`src/rtl/fifo_sync_pkt_mem.sv`:
```
// Simple dual-port storage for fifo_sync_pkt: one synchronous write port and
// one asynchronous read port. The async read serves both the fall-through
// and the registered read modes of the FIFO.
module fifo_sync_pkt_mem #(
   parameter int WIDTH      = 9,
   parameter int ADDR_WIDTH = 4
) (
   input  logic                  clk,
   input  logic                  we,
   input  logic [ADDR_WIDTH-1:0] waddr,
   input  logic [WIDTH-1:0]      wdata,
   input  logic [ADDR_WIDTH-1:0] raddr,
   output logic [WIDTH-1:0]      rdata
);

   logic [WIDTH-1:0] mem [2**ADDR_WIDTH];

   // Write port: store the word on the rising edge when enabled.
   always_ff @(posedge clk) begin
      if (we) begin
         mem[waddr] <= wdata;
      end
   end

   assign rdata = mem[raddr];

endmodule

```
`src/rtl/fifo_sync_pkt.sv`:
```
// Single-clock packet FIFO. Words are written with an end-of-packet marker and
// become visible to the reader only once the packet's last word is accepted.
// Pending words can be discarded with push_drop; a packet that overflows is
// discarded automatically.
//
// Handshake: push and pop are strobes qualified by the registered flags of the
// same cycle. A push is taken when push & ~full & ~push_drop, a pop when
// pop & ~empty. Both are evaluated against the pre-edge state; a refused push
// produces a one-cycle overflow pulse, a refused pop is silently ignored.
module fifo_sync_pkt #(
   parameter int DATA_WIDTH        = 8,
   parameter int ADDR_WIDTH        = 4,
   parameter int FALL              = 1,
   parameter int LEAD_ALMOST_FULL  = 2,
   parameter int LEAD_ALMOST_EMPTY = 2
) (
   input  logic                  clk,
   input  logic                  rst,
   input  logic                  push,
   input  logic [DATA_WIDTH-1:0] data_push,
   input  logic                  push_last,
   input  logic                  push_drop,
   input  logic                  pop,
   output logic [DATA_WIDTH-1:0] data_pop,
   output logic                  pop_last,
   output logic [ADDR_WIDTH:0]   count,
   output logic [ADDR_WIDTH:0]   level,
   output logic                  full,
   output logic                  full_almost,
   output logic                  empty,
   output logic                  empty_almost,
   output logic                  overflow
);

   localparam int DEPTH = 2**ADDR_WIDTH;
   localparam int PW    = ADDR_WIDTH + 1;
   localparam int MW    = DATA_WIDTH + 1;

   localparam logic [PW-1:0] DEPTH_P = PW'(DEPTH);
   // Thresholds clamped so that oversized leads saturate instead of wrapping.
   localparam logic [PW-1:0] AF_TH =
      PW'((LEAD_ALMOST_FULL >= DEPTH) ? 0 : DEPTH - LEAD_ALMOST_FULL);
   localparam logic [PW-1:0] AE_TH =
      PW'((LEAD_ALMOST_EMPTY >= DEPTH) ? DEPTH : LEAD_ALMOST_EMPTY);

   logic [PW-1:0] waddr, caddr, raddr;
   logic [PW-1:0] waddr_nxt, caddr_nxt, raddr_nxt;
   logic [PW-1:0] count_nxt, level_nxt;
   logic          pkt_err, pkt_err_nxt;
   logic          push_acc, push_ref, pop_acc;
   logic [MW-1:0] rd_word;

   assign push_acc = push & ~full & ~push_drop;
   assign push_ref = push & full;
   assign pop_acc  = pop & ~empty;

   fifo_sync_pkt_mem #(
      .WIDTH      (MW),
      .ADDR_WIDTH (ADDR_WIDTH)
   ) u_mem (
      .clk   (clk),
      .we    (push_acc),
      .waddr (waddr[ADDR_WIDTH-1:0]),
      .wdata ({push_last, data_push}),
      .raddr (raddr[ADDR_WIDTH-1:0]),
      .rdata (rd_word)
   );

   // Next-state of the write/commit/read pointers and the packet error flag.
   always_comb begin
      waddr_nxt   = waddr;
      caddr_nxt   = caddr;
      raddr_nxt   = raddr;
      pkt_err_nxt = pkt_err;
      if (push_drop) begin
         waddr_nxt   = caddr;
         pkt_err_nxt = 1'b0;
      end else if (push_acc) begin
         if (push_last && pkt_err) begin
            // Packet already lost a word: throw the remainder away.
            waddr_nxt   = caddr;
            pkt_err_nxt = 1'b0;
         end else if (push_last) begin
            waddr_nxt = waddr + PW'(1);
            caddr_nxt = waddr + PW'(1);
         end else begin
            waddr_nxt = waddr + PW'(1);
         end
      end else if (push_ref) begin
         if (push_last) begin
            // The refused word ends the packet, so nothing would ever drop
            // it later; discard the pending words now.
            waddr_nxt   = caddr;
            pkt_err_nxt = 1'b0;
         end else begin
            pkt_err_nxt = 1'b1;
         end
      end
      if (pop_acc) begin
         raddr_nxt = raddr + PW'(1);
      end
      count_nxt = caddr_nxt - raddr_nxt;
      level_nxt = waddr_nxt - raddr_nxt;
   end

   // Pointer, occupancy and flag registers, all updated on the same edge.
   always_ff @(posedge clk) begin
      if (rst) begin
         waddr        <= '0;
         caddr        <= '0;
         raddr        <= '0;
         pkt_err      <= 1'b0;
         count        <= '0;
         level        <= '0;
         full         <= 1'b0;
         full_almost  <= (AF_TH == '0);
         empty        <= 1'b1;
         empty_almost <= 1'b1;
         overflow     <= 1'b0;
      end else begin
         waddr        <= waddr_nxt;
         caddr        <= caddr_nxt;
         raddr        <= raddr_nxt;
         pkt_err      <= pkt_err_nxt;
         count        <= count_nxt;
         level        <= level_nxt;
         full         <= (level_nxt == DEPTH_P);
         full_almost  <= (level_nxt >= AF_TH);
         empty        <= (count_nxt == '0);
         empty_almost <= (count_nxt <= AE_TH);
         overflow     <= push_ref;
      end
   end

   generate
      if (FALL != 0) begin : g_fall
         // Fall-through: present the head word whenever something is readable.
         always_comb begin
            data_pop = '0;
            pop_last = 1'b0;
            if (!empty) begin
               data_pop = rd_word[DATA_WIDTH-1:0];
               pop_last = rd_word[DATA_WIDTH];
            end
         end
      end else begin : g_reg
         logic [DATA_WIDTH-1:0] data_q;
         logic                  last_q;
         // Registered read: capture the head word on each accepted pop.
         always_ff @(posedge clk) begin
            if (rst) begin
               data_q <= '0;
               last_q <= 1'b0;
            end else if (pop_acc) begin
               data_q <= rd_word[DATA_WIDTH-1:0];
               last_q <= rd_word[DATA_WIDTH];
            end
         end
         assign data_pop = data_q;
         assign pop_last = last_q;
      end
   endgenerate

endmodule

```
`config.mk`:
```
export PLATFORM = sky130hd
export DESIGN_NAME = fifo_sync_pkt
export DESIGN_NICKNAME = d
export VERILOG_FILES = /design/src/rtl/fifo_sync_pkt_mem.sv /design/src/rtl/fifo_sync_pkt.sv
export SDC_FILE = /design/constraint.sdc
export NUM_CORES = 1
export LEC_CHECK = 0
export ABC_AREA = 0
export CAP_MARGIN = 20
export CORE_AREA = 2 2 132 134
export DETAILED_ROUTE_END_ITERATION = 10
export DIE_AREA = 0 0 134 136
export PLACE_DENSITY = 0.65
export SLEW_MARGIN = 20
export SYNTH_ARGS = -nofsm -noshare
export SYNTH_HDL_FRONTEND = slang
export SYNTH_HIERARCHICAL = 1
export SYNTH_SLANG_ARGS = --single-unit
```
`constraint.sdc`:
```
create_clock -name clk -period 3.1 [get_ports clk]
set_input_delay 0.31 -clock clk [delete_from_list [all_inputs] [get_ports clk]]
set_output_delay 0.31 -clock clk [all_outputs]
set_load 0.02 [all_outputs]
```
==> summary.txt, run 1 <==
Cells and area
  • Register area: roughly 4900 µm²
  • Antenna Cells: 0
  • Area grow syn2layout: 22.8%
  • Share of cells above drive strength 1: 22.4%
  • Fillers: 1,359
  • Post-Layout Cell Count: 757
  • Nets: 545
  • Area of the multi-input gates: 2170 µm²
  • Final design utilization: 52.8%

Placed design
  • Placer Congestion: 0.798
  • Post-Place Worst Slack: -313 ps
  • Placed insts: ~720
  • IO buf count: 37
  • HPWL Detailed: between 9000 and 10,000 µm

Critical path
  • Worst Setup SP: raddr[0]
  • Critical path cell sequence: buf_12 > mux4_1 > a22oi_2 > nand2_1 > nor2b_1 > clkdlybuf4s50_1
  • Worst Path Max Fanout: 18
  • CP Buf/Inv Count: 2
  • RR Endpoint: full_almost
  • CP max stage delay: 620 ps
  • Stages on the worst setup path: 6
  • Critical Path Sink: data_pop[3]
  • Critical path arrival: ~2700 ps
  • Reg2reg path depth: 10
  • Crit-path slowest cell: mux4_1
  • Kind of critical path: reg -> out
  • Reg2Reg Launch Point: full
  • CP Launch Type: flop
  • WP data required: about 2800 ps
  • Setup crit end kind: output port
  • CP top delay family: buffers and inverters
  • R2r setup slk: roughly 170 ps

Power
  • P per Cell Area: between 600 and 700 nW/µm²
  • Clock power share: roughly 40%
  • Peak supply drop: between 0.4 and 0.5 mV
  • Internal: 0.00447 W
  • Logic pwr share: ~14%
  • Static Leak: 3.14 nW
  • Reg power frac: between 40% and 50%
  • Switch share: 22.8%
  • Total net switching power: between 0.001 and 0.0015 W

Synthesis
  • Mux cell area share after synthesis: 12.5%
  • Largest cells by area after synthesis: edfxtp_1, dfxtp_1, mux4_2
  • Syn Std Cell Area: 7250 µm²
  • Synth Area in XOR/XNOR: about 1.8%
  • Number of synthesized flops with an enable pin: ~140
  • Count of cell types in the netlist: between 50 and 60
  • Synth Area in Compound Gates: 4.87%
  • Async set-or-reset flop fraction in the synthesized netlist: 0%
  • Simple-gate portion of the synthesized area: between 8 and 9%
  • Post-synthesis adder-cell area fraction: 2.28%
  • Yosys top cell by area: edfxtp_1
  • Combinational family with the most area after synthesis: multiplexers
  • Most numerous cell in the Yosys netlist: edfxtp_1
  • Yosys warnings: 6
  • Synthesized area per cell: around 17 µm²
  • Sequential-to-total area share from yosys stat: between 60% and 70%
  • Top-area cell type share of the netlist area: around three fifths
  • Synth top cells by count: edfxtp_1, nor2_1, dfxtp_1, nand2_1, mux4_2
  • FF+latch count, synth: 175
  • Synthesized instance count: between 400 and 500
  • Synthesized net count: approximately 450
  • Top_reg_cell synth: edfxtp_1

Outcome
  • Status: finished clean

Timing
  • Max_slew headroom: ~64%
  • Slew at the pin closest to its max-slew limit: roughly 540 ps
  • Final Hold Viols: 0
  • Final Setup Violations: 0
  • PnR worst setup slack: approximately 100 ps
  • Period utilisation layout: a little under 100%
  • Minimum clock period: approximately 3000 ps
  • Max Fclk: approximately 0.33 GHz
  • Clock skew: about 8.8 ps
  • Max-slew violations: 0

Die
  • Overall die height: 136 µm
  • # rows: 48
  • Chip width: roughly 130 µm
  • Num ports: 38
  • DIE AREA: approximately 18,000 µm²
  • Starting density of the core: 43.0%
  • Core ar.: around 17,000 µm²

GRT
  • GR peak layer: met2
  • First-pass GRT wire length: approximately 23,000 µm
  • Largest net degree at the start of global routing: 39
  • Vias in the first global route: just over 4,000
  • Initial antenna violation count: 0
  • Met2 Track Usage GR: between 20 and 30%
  • Grt met1 use: between 20% and 30%
  • GRT Total Usage: 17.4%
  • Total grt overflow: 0
  • Grt met3 use: around 3.9%

Route
  • Via Count: between 4,000 and 5,000
  • Final wirelength: about 15,000 µm
  • Drc violations: 0
  • DR vias/cell: between 5 and 6
  • Drt wl/cell: 19.5 µm
  • Antenna-violating nets left: 0
  • Detailed Routing Iterations Pass 1: 4
  • 1st-iter DRT viols: 253

Clock tree
  • Clk pin slew, worst setup/hold paths: ~70 ps
  • Num Clock Sinks: 175
  • Hold-fix buffers, CTS: 0
  • Cts bufs inserted: 17
  • Max Buffers Root-to-Sink: 2
  • H-tree levels: 4
  • CTS tree: yes
  • Root Driver: clkbuf_16
  • Clock latency on the worst-skew pair: ~420 ps

Flow run
  • Max-cap violations: 0

Hold path
  • Min-Delay Path Class: in -> reg
## cells by family (layout without fill, tap and decap cells)
logic type	count (synthesis)	after routing
flip-flops	175	175
AO/OA/AOI/OAI	46	46
multiplexers	40	40
buffers and inverters	27	131
XOR/XNOR	15	15
adder cells (fa/ha/maj)	12	12
AND/OR/NAND/NOR	113	113
## layout make-up
cell class / instances / share of cell area (%)
clock buffer: 17 / 4.78
tap: 225 / 3.16
clock inverter: 15 / 2.57
multi-input combinational: 226 / 24.4
inverter: 12 / 0.506
sequential: 175 / 55.6
timing repair buffer: 87 / 9.00
## power groups by stage
stage / Sequential (W) / Clock (W) / Combinational (W)
after floorplan: 0.00273 / 0 / 0.000444
after global placement: 0.00268 / 0 / 0.000800
after detailed placement: 0.00269 / 0 / 0.000804
after CTS: 0.00264 / 0.00237 / 0.000824
after global routing: 0.00265 / 0.00247 / 0.000897
final: 0.00264 / 0.00233 / 0.000823
## layout by cell type (no fill, tap or decap), drive strengths merged, types with 4 or more instances in the layout
master	instances
buf	50
nor2b	13
edfxtp	144
clkdlybuf4s50	31
bufinv	5
a22oi	18
mux4	36
a21oi	8
inv	18
nand2	23
o21ai	4
clkbuf	17
a21o	6
and2b	7
ha	10
nor3	5
nand2b	5
nand3	5
xor2	9
xnor2	6
dlymetal6s2s	5
dfxtp	31
nor2	40
## flip-flops by register name, indices dropped and copies added (netlist names), 5 cells and up
| register | flops |
|---|---|
| u_mem/mem | 144 |
| raddr | 5 |
| level | 5 |
| caddr | 5 |
| count | 5 |
| waddr | 5 |
## stage by stage
stage	power (W)	hold WS [ps]	TNS (ps)	cell area (µm²)
2_1_floorplan	0.00317	409	0	7250
3_3_place_gp	0.00348	493	-1200	8170
3_5_place_dp	0.00349	503	-1430	8170
4_1_cts	0.00583	514	0	8850
5_1_grt	0.00602	334	-6.58	8910
6_report	0.00579	312	0	8910
## layer usage
metal / part of all wire (%) / wire length (µm) / up-vias
met5: 0 / 0 / -
met4: 1.3 / 186 / 0
met3: 4.1 / 614 / 18
met2: 52 / 7740 / 100
met1: 42 / 6250 / 2034
li1: - / - / 1849
## repair_timing
action | in CTS | in global routing
buffers inserted | 0 | 1
setup endpoints to repair | 5 | 8
pin swaps | 0 | 2
gates resized for setup | 3 | 12
gates cloned | 1 | 0
## worst min-delay path by stage
stage                       startpoint  depth (start not counted)  slack (ps)         endpoint
after detailed placement          full                          2         500         overflow
after floorplan           data_push[0]                          0         410  u_mem/mem[0][0]
after global routing         push_last                          2         330          pkt_err
after global placement            full                          2         490         overflow
after CTS                         full                          2         510         overflow
final                        push_last                          2         310          pkt_err
Note: power is estimated with default switching activity, not from simulation.
==> inputs of run 2 (changes only) <==
Settings changed: CTS_CLUSTER_DIAMETER from default to 80, TNS_END_PERCENT from default to 1.
==> summary.txt, run 2 (synthesized netlist as in run 1, its figures left out) <==
Outcome
  • Status: finished clean

Critical path
  • Worst Path Max Fanout: 18
  • RR Endpoint: full_almost
  • R2r setup slk: around 180 ps
  • CP Launch Type: flop
  • Critical path arrival: 2680 ps
  • WP data required: around 2800 ps
  • Kind of critical path: reg -> out
  • Setup crit end kind: output port
  • Worst Setup SP: raddr[0]
  • Critical Path Sink: data_pop[3]
  • CP max stage delay: 620 ps
  • Critical path cell sequence: buf_12 > mux4_1 > a22oi_2 > nand2_1 > nor2b_1 > clkdlybuf4s50_1
  • Crit-path slowest cell: mux4_1
  • Reg2Reg Launch Point: full
  • Reg2reg path depth: 10

Power
  • Static Leak: 3.14 nW
  • Tot Pwr: between 0.005 and 0.006 W
  • Peak supply drop: ~0.42 mV
  • P per Cell Area: between 600 and 700 nW/µm²

GRT
  • Largest net degree at the start of global routing: 39
  • Total grt overflow: 0
  • Vias in the first global route: a little over 4,000
  • GRT Total Usage: roughly 17%
  • Initial antenna violation count: 0
  • First-pass GRT wire length: about 23,000 µm

Die
  • Chip width: ~130 µm
  • Overall die height: around 140 µm
  • Core ar.: around 17,000 µm²
  • Starting density of the core: between 40% and 50%
  • Num ports: 38
  • DIE AREA: 18,200 µm²
  • # rows: 48

Clock tree
  • CTS tree: yes
  • Clock latency on the worst-skew pair: between 400 and 500 ps
  • H-tree levels: 4
  • Cts bufs inserted: 17
  • Num Clock Sinks: 175
  • Post-CTS Setup Bufs: 0
  • Max Buffers Root-to-Sink: 2
  • Clk pin slew, worst setup/hold paths: approximately 70 ps
  • Root Driver: clkbuf_16

Timing
  • Max_slew headroom: between 60 and 70%
  • Slew at the pin closest to its max-slew limit: about 560 ps
  • Hold Slack: ~320 ps
  • Minimum clock period: 2990 ps
  • PnR worst setup slack: ~110 ps
  • Period utilisation layout: a little over nine tenths
  • Final Setup Violations: 0
  • Clock skew: approximately 7.3 ps
  • Max Fclk: approximately 0.33 GHz
  • Max-slew violations: 0
  • Final Hold Viols: 0

Route
  • Metal2 WL: a little under 8000 µm
  • Met1 Wirelength: approximately 6300 µm
  • DR WL met3: approximately 560 µm
  • Via Count: between 3,000 and 4,000
  • Drt wl/cell: around 20 µm
  • Antenna-violating nets left: 0
  • Uppermost layer routed: met4
  • Drc violations: 0
  • DR vias/cell: around 5.3
  • Detailed Routing Iterations Pass 1: 4
  • 1st-iter DRT viols: 226
  • Final wirelength: between 10,000 and 15,000 µm

Placed design
  • Post-place instance area: ~8200 µm²
  • HPWL Detailed: ~9700 µm
  • Placed insts: 723
  • Post-Place Worst Slack: -313 ps
  • Placer Congestion: roughly 0.8
  • IO buf count: 37

Cells and area
  • Antenna Cells: 0
  • Commonest non-fill, non-tap cell in the layout: edfxtp_1
  • Commonest non-fill, non-tap cells in the layout: edfxtp_1, buf_4, nor2_1
  • Final instance area: 8910 µm²
  • Share of cells above drive strength 1: around 22%
  • Biggest register: u_mem/mem
  • Nets: around 540
  • Max FFs per register: about 140
  • Area grow syn2layout: 22.8%
  • Post-Layout Cell Count: roughly 760

Flow run
  • Max-cap violations: 0

Hold path
  • Min-Delay Path Class: in -> reg
-- run 2: cell types whose count changed in the layout (fill, tap and decap cells not counted), sizes merged --
cell / change
buf: -1
-- run 2: how the worst min path moves through the flow --
stage,startpoint,to,depth (start not counted)
after CTS,full,overflow,2
final,push_last,pkt_err,2
after global placement,full,overflow,2
after global routing,push_last,pkt_err,2
after detailed placement,full,overflow,2
after floorplan,data_push[0],u_mem/mem[0][0],0
-- run 2: layout make-up --
type	count	area, µm²
multi-input cells	226	2180
clock buffers	17	425
clock inverters	15	229
repair buffers	86	795
inverters	12	45.0
fillers	1362	7970
flip-flops and latches	175	4950
well taps	225	282
-- run 2: timing repair --
action / 4_1_cts / 5_1_grt
endpoints found under the setup margin: 5 / 12
hold endpoints to repair: 0 / 0
pin swaps: 0 / 2
hold buffers: 0 / 0
cloned: 1 / 0
resized for setup: 1 / 15
-- run 2: metrics by stage --
| stage | util, % | setup TNS [ps] |
|---|---|---|
| detailed placement | 48.4 | -1430 |
| finish | 52.8 | 0 |
| global route | 52.8 | -8.27 |
| floorplan | - | 0 |
| CTS | 52.5 | -3.77 |
| global placement | 48.4 | -1200 |
-- run 2: metal layers --
metal,up-vias,track usage [%]
met5,-,0
met4,0,5.02
met3,13,3.88
met2,85,29.7
met1,2037,22.4
li1,1849,-
-- run 2: critical path: cells and delay by family (launching register included) --
family / cells / cell delay (ps)
AND/OR/NAND/NOR: 2 / 230
multiplexers: 1 / 620
flip-flops: 1 / 420
AO/OA/AOI/OAI: 1 / 240
buffers and inverters: 2 / 750
-- run 2: power breakdown --
group	total [W]	switching [W]	internal (W)
clock network	0.00234	0.000892	0.00145
logic	0.000825	0.000401	0.000424
registers	0.00264	0.0000343	0.00261
